## config.mk

```make
export PLATFORM = sky130hd
export DESIGN_NAME = gf16_mul_arbiter
export DESIGN_NICKNAME = d
export VERILOG_FILES = /design/src/rtl/gf16_mul_arbiter.sv
export SDC_FILE = /design/constraint.sdc
export NUM_CORES = 1
export LEC_CHECK = 0
export BUFFER_PORTS_ARGS = -buffer_cell sky130_fd_sc_hd__buf_2
export CAP_MARGIN = 20
export CORE_AREA = 5 5 72 57
export CTS_CLUSTER_DIAMETER = 150
export DETAILED_ROUTE_END_ITERATION = 8
export DIE_AREA = 0 0 77 62
export PLACE_DENSITY = 0.77
export SLEW_MARGIN = 40
export SYNTH_ARGS = -nofsm -noshare
export SYNTH_HDL_FRONTEND = slang
export SYNTH_SLANG_ARGS = --single-unit
```

## constraint.sdc

```tcl
create_clock -name clk -period 2.2 [get_ports clk]
set_clock_uncertainty 0.15 [all_clocks]
set_input_delay 0.33 -clock clk [delete_from_list [all_inputs] [get_ports clk]]
set_output_delay 0.33 -clock clk [all_outputs]
set_load 0.02 [all_outputs]
```

## src/rtl/gf16_mul_arbiter.sv

```systemverilog
// Two-requester arbiter in front of a shared masked GF(2^4) multiply unit.
// Picks one requester per cycle (round-robin on ties), muxes its two-share
// operands to the unit, supplies fresh guard bits from a 16-bit LFSR and
// tracks each accepted operation through the unit latency so the result
// strobes back to the requester that issued it.
module gf16_mul_arbiter #(
  parameter int          LAT  = 1,       // unit register latency, 1..4
  parameter logic [15:0] SEED = 16'hACE1 // non-zero LFSR reset value
) (
  input  logic        clk,
  input  logic        rst_i,
  input  logic        a_valid,
  output logic        a_ready,
  input  logic [3:0]  a_hgfe0,
  input  logic [3:0]  a_hgfe1,
  input  logic [3:0]  a_dcba0,
  input  logic [3:0]  a_dcba1,
  input  logic        b_valid,
  output logic        b_ready,
  input  logic [3:0]  b_hgfe0,
  input  logic [3:0]  b_hgfe1,
  input  logic [3:0]  b_dcba0,
  input  logic [3:0]  b_dcba1,
  output logic [3:0]  u_hgfe0,
  output logic [3:0]  u_hgfe1,
  output logic [3:0]  u_dcba0,
  output logic [3:0]  u_dcba1,
  output logic [3:0]  u_guards,
  input  logic [7:0]  u_res,
  output logic        a_rsp_valid,
  output logic        b_rsp_valid,
  output logic [7:0]  a_rsp_data,
  output logic [7:0]  b_rsp_data,
  input  logic        reseed_valid,
  input  logic [15:0] reseed_data,
  output logic        busy
);

  localparam int STAGES = LAT - 1;

  typedef struct packed {
    logic [3:0] hgfe0;
    logic [3:0] hgfe1;
    logic [3:0] dcba0;
    logic [3:0] dcba1;
  } ops_t;

  ops_t a_ops, b_ops, u_ops;

  logic          last_b;    // 1: requester B was served most recently
  logic          gnt_a, gnt_b, accept;
  logic [15:0]   lfsr, lfsr_nxt;
  logic [STAGES:0] vld_pipe; // per-stage "operation in flight"
  logic [STAGES:0] own_pipe; // per-stage owner, 0 = A, 1 = B

  assign a_ops = {a_hgfe0, a_hgfe1, a_dcba0, a_dcba1};
  assign b_ops = {b_hgfe0, b_hgfe1, b_dcba0, b_dcba1};

  // Grant: reseed blocks everything; a tie goes to whoever was not served last.
  // Held in reset, nothing is granted so ready and unit operands stay at zero.
  always_comb begin
    gnt_a = 1'b0;
    gnt_b = 1'b0;
    if (rst_i && !reseed_valid) begin
      if (a_valid && b_valid) begin
        gnt_a = last_b;
        gnt_b = !last_b;
      end else begin
        gnt_a = a_valid;
        gnt_b = b_valid;
      end
    end
  end

  // A grant is only ever given to a valid requester, so grant == acceptance.
  assign a_ready = gnt_a;
  assign b_ready = gnt_b;
  assign accept  = gnt_a | gnt_b;

  // Operand mux: idle cycles present all-zero shares, never stale data.
  always_comb begin
    u_ops = '0;
    if (gnt_a)      u_ops = a_ops;
    else if (gnt_b) u_ops = b_ops;
  end

  assign u_hgfe0  = u_ops.hgfe0;
  assign u_hgfe1  = u_ops.hgfe1;
  assign u_dcba0  = u_ops.dcba0;
  assign u_dcba1  = u_ops.dcba1;
  assign u_guards = accept ? lfsr[3:0] : 4'h0;

  // Fibonacci step, taps 16/14/13/11 (bits 15,13,12,10), shifting left.
  assign lfsr_nxt = {lfsr[14:0], lfsr[15] ^ lfsr[13] ^ lfsr[12] ^ lfsr[10]};

  // Round-robin pointer and LFSR; the LFSR only moves when guards are consumed.
  always_ff @(posedge clk or negedge rst_i) begin
    if (!rst_i) begin
      last_b <= 1'b1;
      lfsr   <= SEED;
    end else begin
      if (accept) last_b <= gnt_b;
      if (reseed_valid)
        lfsr <= (reseed_data == 16'h0) ? SEED : reseed_data;
      else if (accept)
        lfsr <= lfsr_nxt;
    end
  end

  // Tag pipeline mirroring the unit latency; stage 0 captures every cycle.
  always_ff @(posedge clk or negedge rst_i) begin
    if (!rst_i) begin
      vld_pipe <= '0;
      own_pipe <= '0;
    end else begin
      vld_pipe[0] <= accept;
      own_pipe[0] <= gnt_b;
      for (int i = 1; i <= STAGES; i++) begin
        vld_pipe[i] <= vld_pipe[i-1];
        own_pipe[i] <= own_pipe[i-1];
      end
    end
  end

  assign a_rsp_valid = vld_pipe[STAGES] & ~own_pipe[STAGES];
  assign b_rsp_valid = vld_pipe[STAGES] &  own_pipe[STAGES];
  assign a_rsp_data  = a_rsp_valid ? u_res : 8'h00;
  assign b_rsp_data  = b_rsp_valid ? u_res : 8'h00;
  assign busy        = |vld_pipe;

endmodule

```

==> out/metrics.yaml, run 1 <==
fin_crit_sh_pct: 90.9
fill_cells: 301
core-area_sq_um: 3270
vias: 1296
crit_chain: "inv_1 -> a21oi_2 -> buf_4 -> a22o_1 -> buf_2"
rsz0062_at_grt: "false"
hold_path.class: "in2reg"
final_cell_mix: "buf_2, a22o_1, and2_1"
cts_resized: 0
syn2layout_area_growth_pct: 52.1
tns_ns: 0
hpwl_um: 3180
hold_slack_ns: 0.141
yosys_warnings: 0
powerDensity_nw_per_um2: 512
syn-num-nets: 177
drt-initial-drc-count: 41
holdBufCountCts: 1
grt_max_degree: 24
fin_crit_ns: 2.00
cpMaxStageDelayCell: "dfstp_2"
initial_core_util_pct: 36.9
worstPathArrival_ns: 1.52
totalWireLength_um: 3830
final_nets: 283
rows: 18
synthCells: 116
finalWeightedCongestion: 0.761
cts.sinks: 19
critPathMaxFanout: 17
grt_usage_pct: 15.4
slowest_delay_ns: 0.55
placed_cells: 256
report.final.slew_viol_count: 0
htreeDepth: 1
worstPathRequired_ns: 1.72
via_per_inst: 4.97
die_y_um: 62
syn_area_sq_um: 1210
finalNonFillerCells: 261
mostFrequentLayoutCell: "buf_2"
status: "completed"
slew_headroom_pct: 73.0
avgSynthCellArea_sq_um: 10.4
port_buffers: 101
hold_viol: 0
first_pass_iters: 4
insertion_delay_ns: 0.25
drive_gt1_share_pct: 58.4
io_pins: 102
cts_root_buf: "clkbuf_8"
p_leak_nw: 1.01
seq_area_frac_synth_pct: 40.4
fmax_mhz: 500
grt_pass1_wl_um: 5950
tightestPinTransition_ns: 0.404
end_kind: "output port"
clockBufferDepth: 2
cts_made_buffers: 3
drc: 0
ys_ff_latch: 19
clkTransAtPathRegs_ns: 0.07
final_util_pct: 56.2
die-area_sq_um: 4770
grt_overflow: 0
diodes: 0
synth_cell_types: 27
worstSetupPathType: "reg2out"
finalSetupViolCount: 0
grt_antenna_before_repair: 0
cap_violations: 0
die_w_um: 77
cts_setup_buffers: 0
worstSetupStartpointType: "flop"
ant_nets: 0
peakVddDrop_mv: 0.364
wl_per_cell_um: 14.7
cts_tree: "done"
grt_pass1_vias: 1206
[stage by stage]
stage	setup slack [ns]	total power (W)	instance area, sq um
floorplan	0.329	0.000582	1210
global placement	0.331	0.000701	1780
detailed placement	0.304	0.000705	1780
CTS	0.193	0.000949	1830
global route	0.103	0.000998	1830
finish	0.200	0.000940	1830
[layer usage]
| metal | wire (um) | track usage [%] | vias to the layer above |
|---|---|---|---|
| met3 | 384 | 4.47 | 5 |
| met2 | 1660 | 23.1 | 68 |
| met5 | 0 | 0 | - |
| met4 | 40 | 5.15 | 0 |
| li1 | - | - | 655 |
| met1 | 1750 | 21.6 | 568 |
[where the power goes]
part	internal, W	total (W)	leakage (nW)	switching (W)
Sequential	0.000401	0.000427	0.218	0.0000259
Clock	0.000129	0.000241	0.0228	0.000112
Combinational	0.000137	0.000272	0.769	0.000135
[worst paths after layout]
path	cells past startpoint	slack, ns	startpoint	endpoint
min in group asynchronous	3	0.46	rst_i	lfsr[14]
max reg2reg	4	0.86	lfsr[10]	lfsr[0]
min	3	0.14	reseed_data[8]	lfsr[8]
min reg2reg	1	0.36	lfsr[1]	lfsr[1]
max in group asynchronous	3	1.18	rst_i	lfsr[6]
max	5	0.20	last_b	u_dcba0[3]
[flip-flops by register name, summed over array words and instances (netlist names)]
register,count
lfsr,16
busy,1
own_pipe,1
last_b,1
[cell families after synthesis]
kind of cell,Yosys count,synth area share [%]
buffers and inverters,9,3.94
XOR/XNOR,3,2.18
AND/OR/NAND/NOR,36,17.6
multiplexers,12,10.7
AO/OA/AOI/OAI,37,25.2
flip-flops,19,40.4
[Yosys cell counts]
cell | instances | area, sq um
a21o_1 | 1 | 7.51
a21oi_2 | 2 | 17.5
a221o_1 | 4 | 40.0
a22o_1 | 16 | 140
and2_1 | 13 | 81.3
and3_1 | 8 | 50.1
and4_1 | 1 | 8.76
buf_2 | 2 | 10.0
buf_4 | 1 | 7.51
buf_6 | 1 | 11.3
clkbuf_1 | 3 | 11.3
dfrtp_1 | 10 | 250
dfstp_2 | 9 | 236
inv_1 | 2 | 7.51
mux2_2 | 7 | 78.8
mux2i_1 | 5 | 50.1
nand2_1 | 6 | 22.5
nand2b_1 | 1 | 6.26
nor2_1 | 1 | 3.75
nor2b_1 | 1 | 6.26
nor2b_2 | 1 | 8.76
nor4_1 | 4 | 25.0
o21a_1 | 1 | 7.51
o21ai_0 | 6 | 30.0
o22a_1 | 7 | 61.3
xnor2_1 | 2 | 17.5
xor2_1 | 1 | 8.76
[worst max-delay path, delay by kind of cell (launching register included)]
kind / cells / cell delay, ns
flops: 1 / 0.55
buf+inv: 3 / 0.42
compound gates: 2 / 0.29
[layout make-up]
| cell class | instances | area, sq um | share of cell area [%] |
|---|---|---|---|
| sequential | 19 | 487 | 26.5 |
| multi-input combinational | 88 | 672 | 36.6 |
| inverter | 2 | 7.51 | 0.409 |
| clock buffer | 4 | 45.0 | 2.46 |
| tap | 40 | 50.0 | 2.73 |
| timing repair buffer | 108 | 573 | 31.2 |
(Power assumes the default switching activity.)
==> inputs of run 2 (changes only) <==
--- a/config.mk
+++ b/config.mk
@@ -7,11 +7,14 @@
 export LEC_CHECK = 0
 export BUFFER_PORTS_ARGS = -buffer_cell sky130_fd_sc_hd__buf_2
 export CAP_MARGIN = 20
-export CORE_AREA = 5 5 72 57
+export CELL_PAD_IN_SITES_DETAIL_PLACEMENT = 0
+export CELL_PAD_IN_SITES_GLOBAL_PLACEMENT = 1
+export CORE_AREA = 5 5 85 67
 export CTS_CLUSTER_DIAMETER = 150
 export DETAILED_ROUTE_END_ITERATION = 8
-export DIE_AREA = 0 0 77 62
-export PLACE_DENSITY = 0.77
+export DIE_AREA = 0 0 90 72
+export GPL_TIMING_DRIVEN = 0
+export PLACE_DENSITY_LB_ADDON = 0.1
 export SLEW_MARGIN = 40
 export SYNTH_ARGS = -nofsm -noshare
 export SYNTH_HDL_FRONTEND = slang
==> run 2 against run 1 <==
Effect of this change:
- clock-buffer cell count is the same
- final cell count grew 8.8%
- clock power grew 2%
- fmax grew 0.34%
- critical path depth is the same
- final area grew 2.5%
- global-route usage shrank 2.9 points
- sequential cell count is the same
- first-iteration DRC count grew 51%
- wire length grew 11%
- largest cell class unchanged
==> out/metrics.yaml, run 2 (synthesis gave the netlist of run 1 again) <==
drc: 0  # unchanged
largest_reg_flops: 16  # unchanged
final_util_pct: 39.5  # -17 points
final_cell_mix: "buf_2, a22o_1, and2_1"
finalNonFillerCells: 284  # +8.8%
setup_slack_ns: 0.207  # +0.00679 ns
first_pass_iters: 4  # unchanged
hold_viol: 0  # unchanged
via_per_inst: 4.91  # -1.1%
grt_pass1_wl_um: 6910  # +16%
status: "completed"
slowest_delay_ns: 0.58  # +0.03 ns
drt-initial-drc-count: 62  # +51%
drive_gt1_share_pct: 57.6  # -0.78 points
fmax_mhz: 502  # +0.34%
worstSetupStartpointType: "flop"
finalWeightedCongestion: 0.759  # -0.25%
holdCritStartpoint: "reseed_data[8]"
clkTransAtPathRegs_ns: 0.07  # about the same
worstPathArrival_ns: 1.51  # about the same
grt_pass1_vias: 1477  # +22%
powerDensity_nw_per_um2: 507  # -0.92%
place_ws_ns: -0.331  # -0.635 ns
htreeDepth: 1  # unchanged
insertion_delay_ns: 0.25  # about the same
fill_cells: 492  # +63%
hold_path.class: "in2reg"
die_w_um: 90  # +17%
multi_input_area_sq_um: 687  # +2.2%
p_leak_nw: 1.02  # +0.55%
rows: 22  # +4
hpwl_um: 3440  # +8.3%
fin_crit_ns: 1.99  # -0.00679 ns
cap_violations: 0  # unchanged
peakVddDrop_mv: 0.234  # -36%
startpoint: "last_b"
syn2layout_area_growth_pct: 55.9
seq_area_sq_um: 487  # unchanged
cpMaxStageDelayCell: "dfstp_2"
grt_antenna_before_repair: 0  # unchanged
final_nets: 286  # +1.1%
grt_overflow: 0  # unchanged
end_kind: "output port"
slew_headroom_pct: 65.8  # -7.2 points
tightestPinTransition_ns: 0.513  # +0.110 ns
grt_max_degree: 20  # -17%
initial_core_util_pct: 25.3  # -12 points
clockBufferDepth: 2  # unchanged
die_y_um: 72  # +16%
diodes: 0  # unchanged
cts_tree: "done"
timing.rr.start: "lfsr[10]"
crit_chain: "inv_1 -> a21oi_4 -> buf_4 -> a22o_1 -> buf_2"
cts_root_buf: "clkbuf_8"
report.final.slew_viol_count: 0  # unchanged
totalWireLength_um: 4270  # +11%
critPathMaxFanout: 10  # -7
placed_cells: 277  # +8.2%
core-area_sq_um: 4760  # +46%
worstSetupPathType: "reg2out"
mostFrequentLayoutCell: "buf_2"
cts_made_buffers: 3  # unchanged
die-area_sq_um: 6480  # +36%
port_buffers: 101  # unchanged
grt_usage_pct: 12.5  # -2.9 points
finalSetupViolCount: 0  # unchanged
ant_nets: 0  # unchanged
regMostFlops: "lfsr"
io_pins: 102  # unchanged
vias: 1394  # +7.6%
r2r_setup_slack_ns: 0.85  # about the same
tns_ns: 0  # unchanged
rsz0062_at_grt: "false"
cts.sinks: 19  # unchanged
fin_crit_sh_pct: 90.6  # -0.31 points
wl_per_cell_um: 15.0  # +2.3%
worstPathRequired_ns: 1.72  # about the same
-- run 2: cell count changes in the layout (fill, tap and decap cells not counted) --
cell	previous run	this run
a21oi_2	2	0
buf_12	1	0
clkbuf_1	1	4
buf_4	5	4
buf_6	0	2
a21oi_4	0	2
-- run 2: routing by layer --
| layer | vias up | GRT usage [%] | wire length [um] |
|---|---|---|---|
| met5 | - | 0 | 0 |
| met4 | 0 | 3.47 | 22 |
| met3 | 4 | 4.35 | 379 |
| met2 | 60 | 22.6 | 2200 |
| met1 | 670 | 14.0 | 1670 |
| li1 | 660 | - | - |
-- run 2: power breakdown --
part / total, W / switching [W] / internal (W)
clock network: 0.000245 / 0.000116 / 0.000129
registers: 0.000430 / 0.0000285 / 0.000401
logic: 0.000280 / 0.000142 / 0.000138
-- run 2: layout make-up --
type | count | share of cell area, %
sequential | 19 | 25.9
clock buffer | 4 | 2.40
tap | 60 | 3.99
buffer | 7 | 2.40
timing repair buffer | 104 | 28.4
multi-input combinational | 88 | 36.5
inverter | 2 | 0.399
-- run 2: worst max-delay path, delay by kind of cell (launching register included) --
family / cells / cell delay (ns)
AOI/OAI and AO/OA: 2 / 0.26
DFF: 1 / 0.58
buffers and inverters: 3 / 0.41
-- run 2: path summary, 6_finish.rpt --
path | end | cells past startpoint
worst min-delay path | lfsr[8] | 3
worst max register to register | lfsr[0] | 4
worst min register to register | lfsr[2] | 1
worst max-delay path | u_hgfe1[2] | 5
min in group asynchronous | lfsr[4] | 3
max in group asynchronous | lfsr[15] | 3
-- run 2: timing repair --
action	4_1_cts	5_1_grt
endpoints found under the setup margin	20	9
resized for setup	6	0
pin swaps	0	1
setup buffers	0	1
endpoints found under the hold margin	19	10
hold buffers	1	1
-- run 2: stage by stage --
step                      total power, W  area, sq um  hold WS (ns)
after floorplan                 0.000582         1210        -0.116
after global placement          0.000698         1790         0.145
after detailed placement        0.000707         1790         0.158
after CTS                       0.000964         1870         0.158
after global routing             0.00101         1880         0.173
final                           0.000954         1880         0.159
==> inputs of run 3 (changes only) <==
--- a/config.mk
+++ b/config.mk
@@ -7,12 +7,12 @@
 export LEC_CHECK = 0
 export BUFFER_PORTS_ARGS = -buffer_cell sky130_fd_sc_hd__buf_2
 export CAP_MARGIN = 20
-export CELL_PAD_IN_SITES_DETAIL_PLACEMENT = 0
-export CELL_PAD_IN_SITES_GLOBAL_PLACEMENT = 1
-export CORE_AREA = 5 5 85 67
+export CELL_PAD_IN_SITES_DETAIL_PLACEMENT = 2
+export CELL_PAD_IN_SITES_GLOBAL_PLACEMENT = 2
+export CORE_AREA = 5 5 96 76
 export CTS_CLUSTER_DIAMETER = 150
 export DETAILED_ROUTE_END_ITERATION = 8
-export DIE_AREA = 0 0 90 72
+export DIE_AREA = 0 0 101 81
 export GPL_TIMING_DRIVEN = 0
 export PLACE_DENSITY_LB_ADDON = 0.1
 export SLEW_MARGIN = 40
==> run 3 against run 2 <==
Effect of this change:
- worst hold slack gained 0.0030 ns
- fmax shrank 3.3%
- sequential share of layout area shrank 0.46 points
- final area grew 1.8%
- clock-buffer cell count is the same
- sequential power is essentially flat
- power grew 0.38%
- register-to-register slack lost 0.04 ns
- via count shrank 1.2%
- final cell count grew 7.7%
- first-iteration DRC count shrank 48%
==> out/metrics.yaml, run 3 (synthesis gave the netlist of run 1 again) <==
final_util_pct: 31.1  # -8.4 points
initial_core_util_pct: 19.6  # -5.8 points
hold_viol: 0  # unchanged
die-area_sq_um: 8180  # +26%
place_ws_ns: -0.387  # -0.0566 ns
ant_nets: 0  # unchanged
power.total_w: 0.000958  # +0.38%
cts.sinks: 19  # unchanged
regMostFlops: "lfsr"
fin_crit_sh_pct: 93.7  # +3.1 points
critPathBufInv: 3  # unchanged
worstPathRequired_ns: 1.72  # about the same
clockBufferDepth: 2  # unchanged
io_pins: 102  # unchanged
worstSetupPathType: "reg2out"
worstSetupStartpointType: "flop"
mostFrequentLayoutCell: "buf_2"
grt_max_degree: 20  # unchanged
finalWeightedCongestion: 0.747  # -1.6%
tightestPinTransition_ns: 0.504  # -0.00932 ns
grt_pass1_wl_um: 8240  # +19%
cts_root_buf: "clkbuf_8"
largest_reg_flops: 16  # unchanged
placed_area_sq_um: 1810  # +1.5%
worstPathArrival_ns: 1.58  # +0.07 ns
hold_path.class: "in2reg"
seq_area_sq_um: 487  # unchanged
final_cell_mix: "buf_2, a22o_1, and2_1"
grt_overflow: 0  # unchanged
hold_slack_ns: 0.162  # +0.00297 ns
multi_input_area_sq_um: 687  # unchanged
totalWireLength_um: 5250  # +23%
slew_headroom_pct: 66.4  # +0.62 points
port_buffers: 101  # unchanged
core-area_sq_um: 6160  # +29%
path_delay_family: "flip-flops"
insertion_delay_ns: 0.25  # about the same
end_kind: "output port"
status: "completed"
slowest_delay_ns: 0.57  # about the same
crit_chain: "inv_1 -> a21oi_4 -> buf_4 -> a22o_1 -> buf_2"
p_leak_nw: 1.02  # +0.53%
fin_crit_ns: 2.06  # +0.0687 ns
die_y_um: 81  # +13%
htreeDepth: 1  # unchanged
wl_per_cell_um: 17.2  # +14%
rsz0062_at_grt: "false"
syn2layout_area_growth_pct: 58.7
die_w_um: 101  # +12%
grt_usage_pct: 12.5  # +0.069 points
drc: 0  # unchanged
drive_gt1_share_pct: 57.8  # +0.19 points
peakVddDrop_mv: 0.234  # about the same
powerDensity_nw_per_um2: 500  # -1.4%
grt_pass1_vias: 1577  # +6.8%
fill_cells: 702  # +43%
finalSetupViolCount: 0  # unchanged
critPathMaxFanout: 10  # unchanged
via_per_inst: 4.50  # -8.3%
first_pass_iters: 2  # -2
drt-initial-drc-count: 32  # -48%
grt_antenna_before_repair: 0  # unchanged
cts_made_buffers: 3  # unchanged
fmax_mhz: 485  # -3.3%
cpMaxStageDelayCell: "dfstp_2"
cts_tree: "done"
final_nets: 287  # +0.35%
vias: 1377  # -1.2%
diodes: 0  # unchanged
report.final.slew_viol_count: 0  # unchanged
clkTransAtPathRegs_ns: 0.07  # about the same
rows: 25  # +14%
hpwl_um: 4380  # +27%
cap_violations: 0  # unchanged
setup_slack_ns: 0.138  # -0.0687 ns
design_area_sq_um: 1910  # +1.8%
[run 3: repair_timing]
action | in CTS | in global routing
resized for setup | 6 | 0
endpoints found under the hold margin | 19 | 10
endpoints found under the setup margin | 22 | 9
hold buffers | 1 | 1
buffers inserted | 0 | 2
pin swaps | 1 | 1
[run 3: layer usage]
layer	up-vias	routed length, um	global-route usage [%]
met5	-	0	0
met4	0	20	1.99
met3	2	314	2.92
met2	41	2730	22.3
met1	674	2190	15.7
li1	660	-	-
[run 3: per-stage QoR]
stage	cells	TNS [ns]
floorplan	116	0
global placement	298	-3.33
detailed placement	298	-5.09
CTS	303	0
global route	306	0
finish	306	0
[run 3: final cells by class]
| type | count | share of cell area [%] |
|---|---|---|
| Buffer | 7 | 2.35 |
| Clock buffer | 4 | 2.35 |
| Inverter | 2 | 0.392 |
| Multi-Input combinational cell | 88 | 35.9 |
| Sequential cell | 19 | 25.4 |
| Tap cell | 81 | 5.29 |
| Timing Repair Buffer | 105 | 28.3 |
[run 3: path summary, 6_finish.rpt]
check / start / to / slack (ns) / depth (start not counted)
min reg2reg: lfsr[2] / lfsr[2] / 0.36 / 1
min: reseed_data[14] / lfsr[14] / 0.16 / 3
max reg2reg: lfsr[10] / lfsr[0] / 0.81 / 4
max in group asynchronous: rst_i / lfsr[11] / 1.06 / 3
min in group asynchronous: rst_i / lfsr[8] / 0.49 / 3
max: last_b / u_hgfe1[2] / 0.14 / 5
[run 3: report_power, final]
group / internal (W) / leakage [nW] / total [W] / switching (W)
sequential: 0.000401 / 0.218 / 0.000430 / 0.0000287
combinational: 0.000139 / 0.780 / 0.000288 / 0.000149
clock: 0.000129 / 0.0228 / 0.000240 / 0.000111
[run 3: worst register-to-register path: cells and delay by family (launching register included)]
kind           cells  cell delay (ns)
flip-flops         1             0.56
AO/OA/AOI/OAI      1             0.16
XOR/XNOR           2             0.33
multiplexers       1             0.11
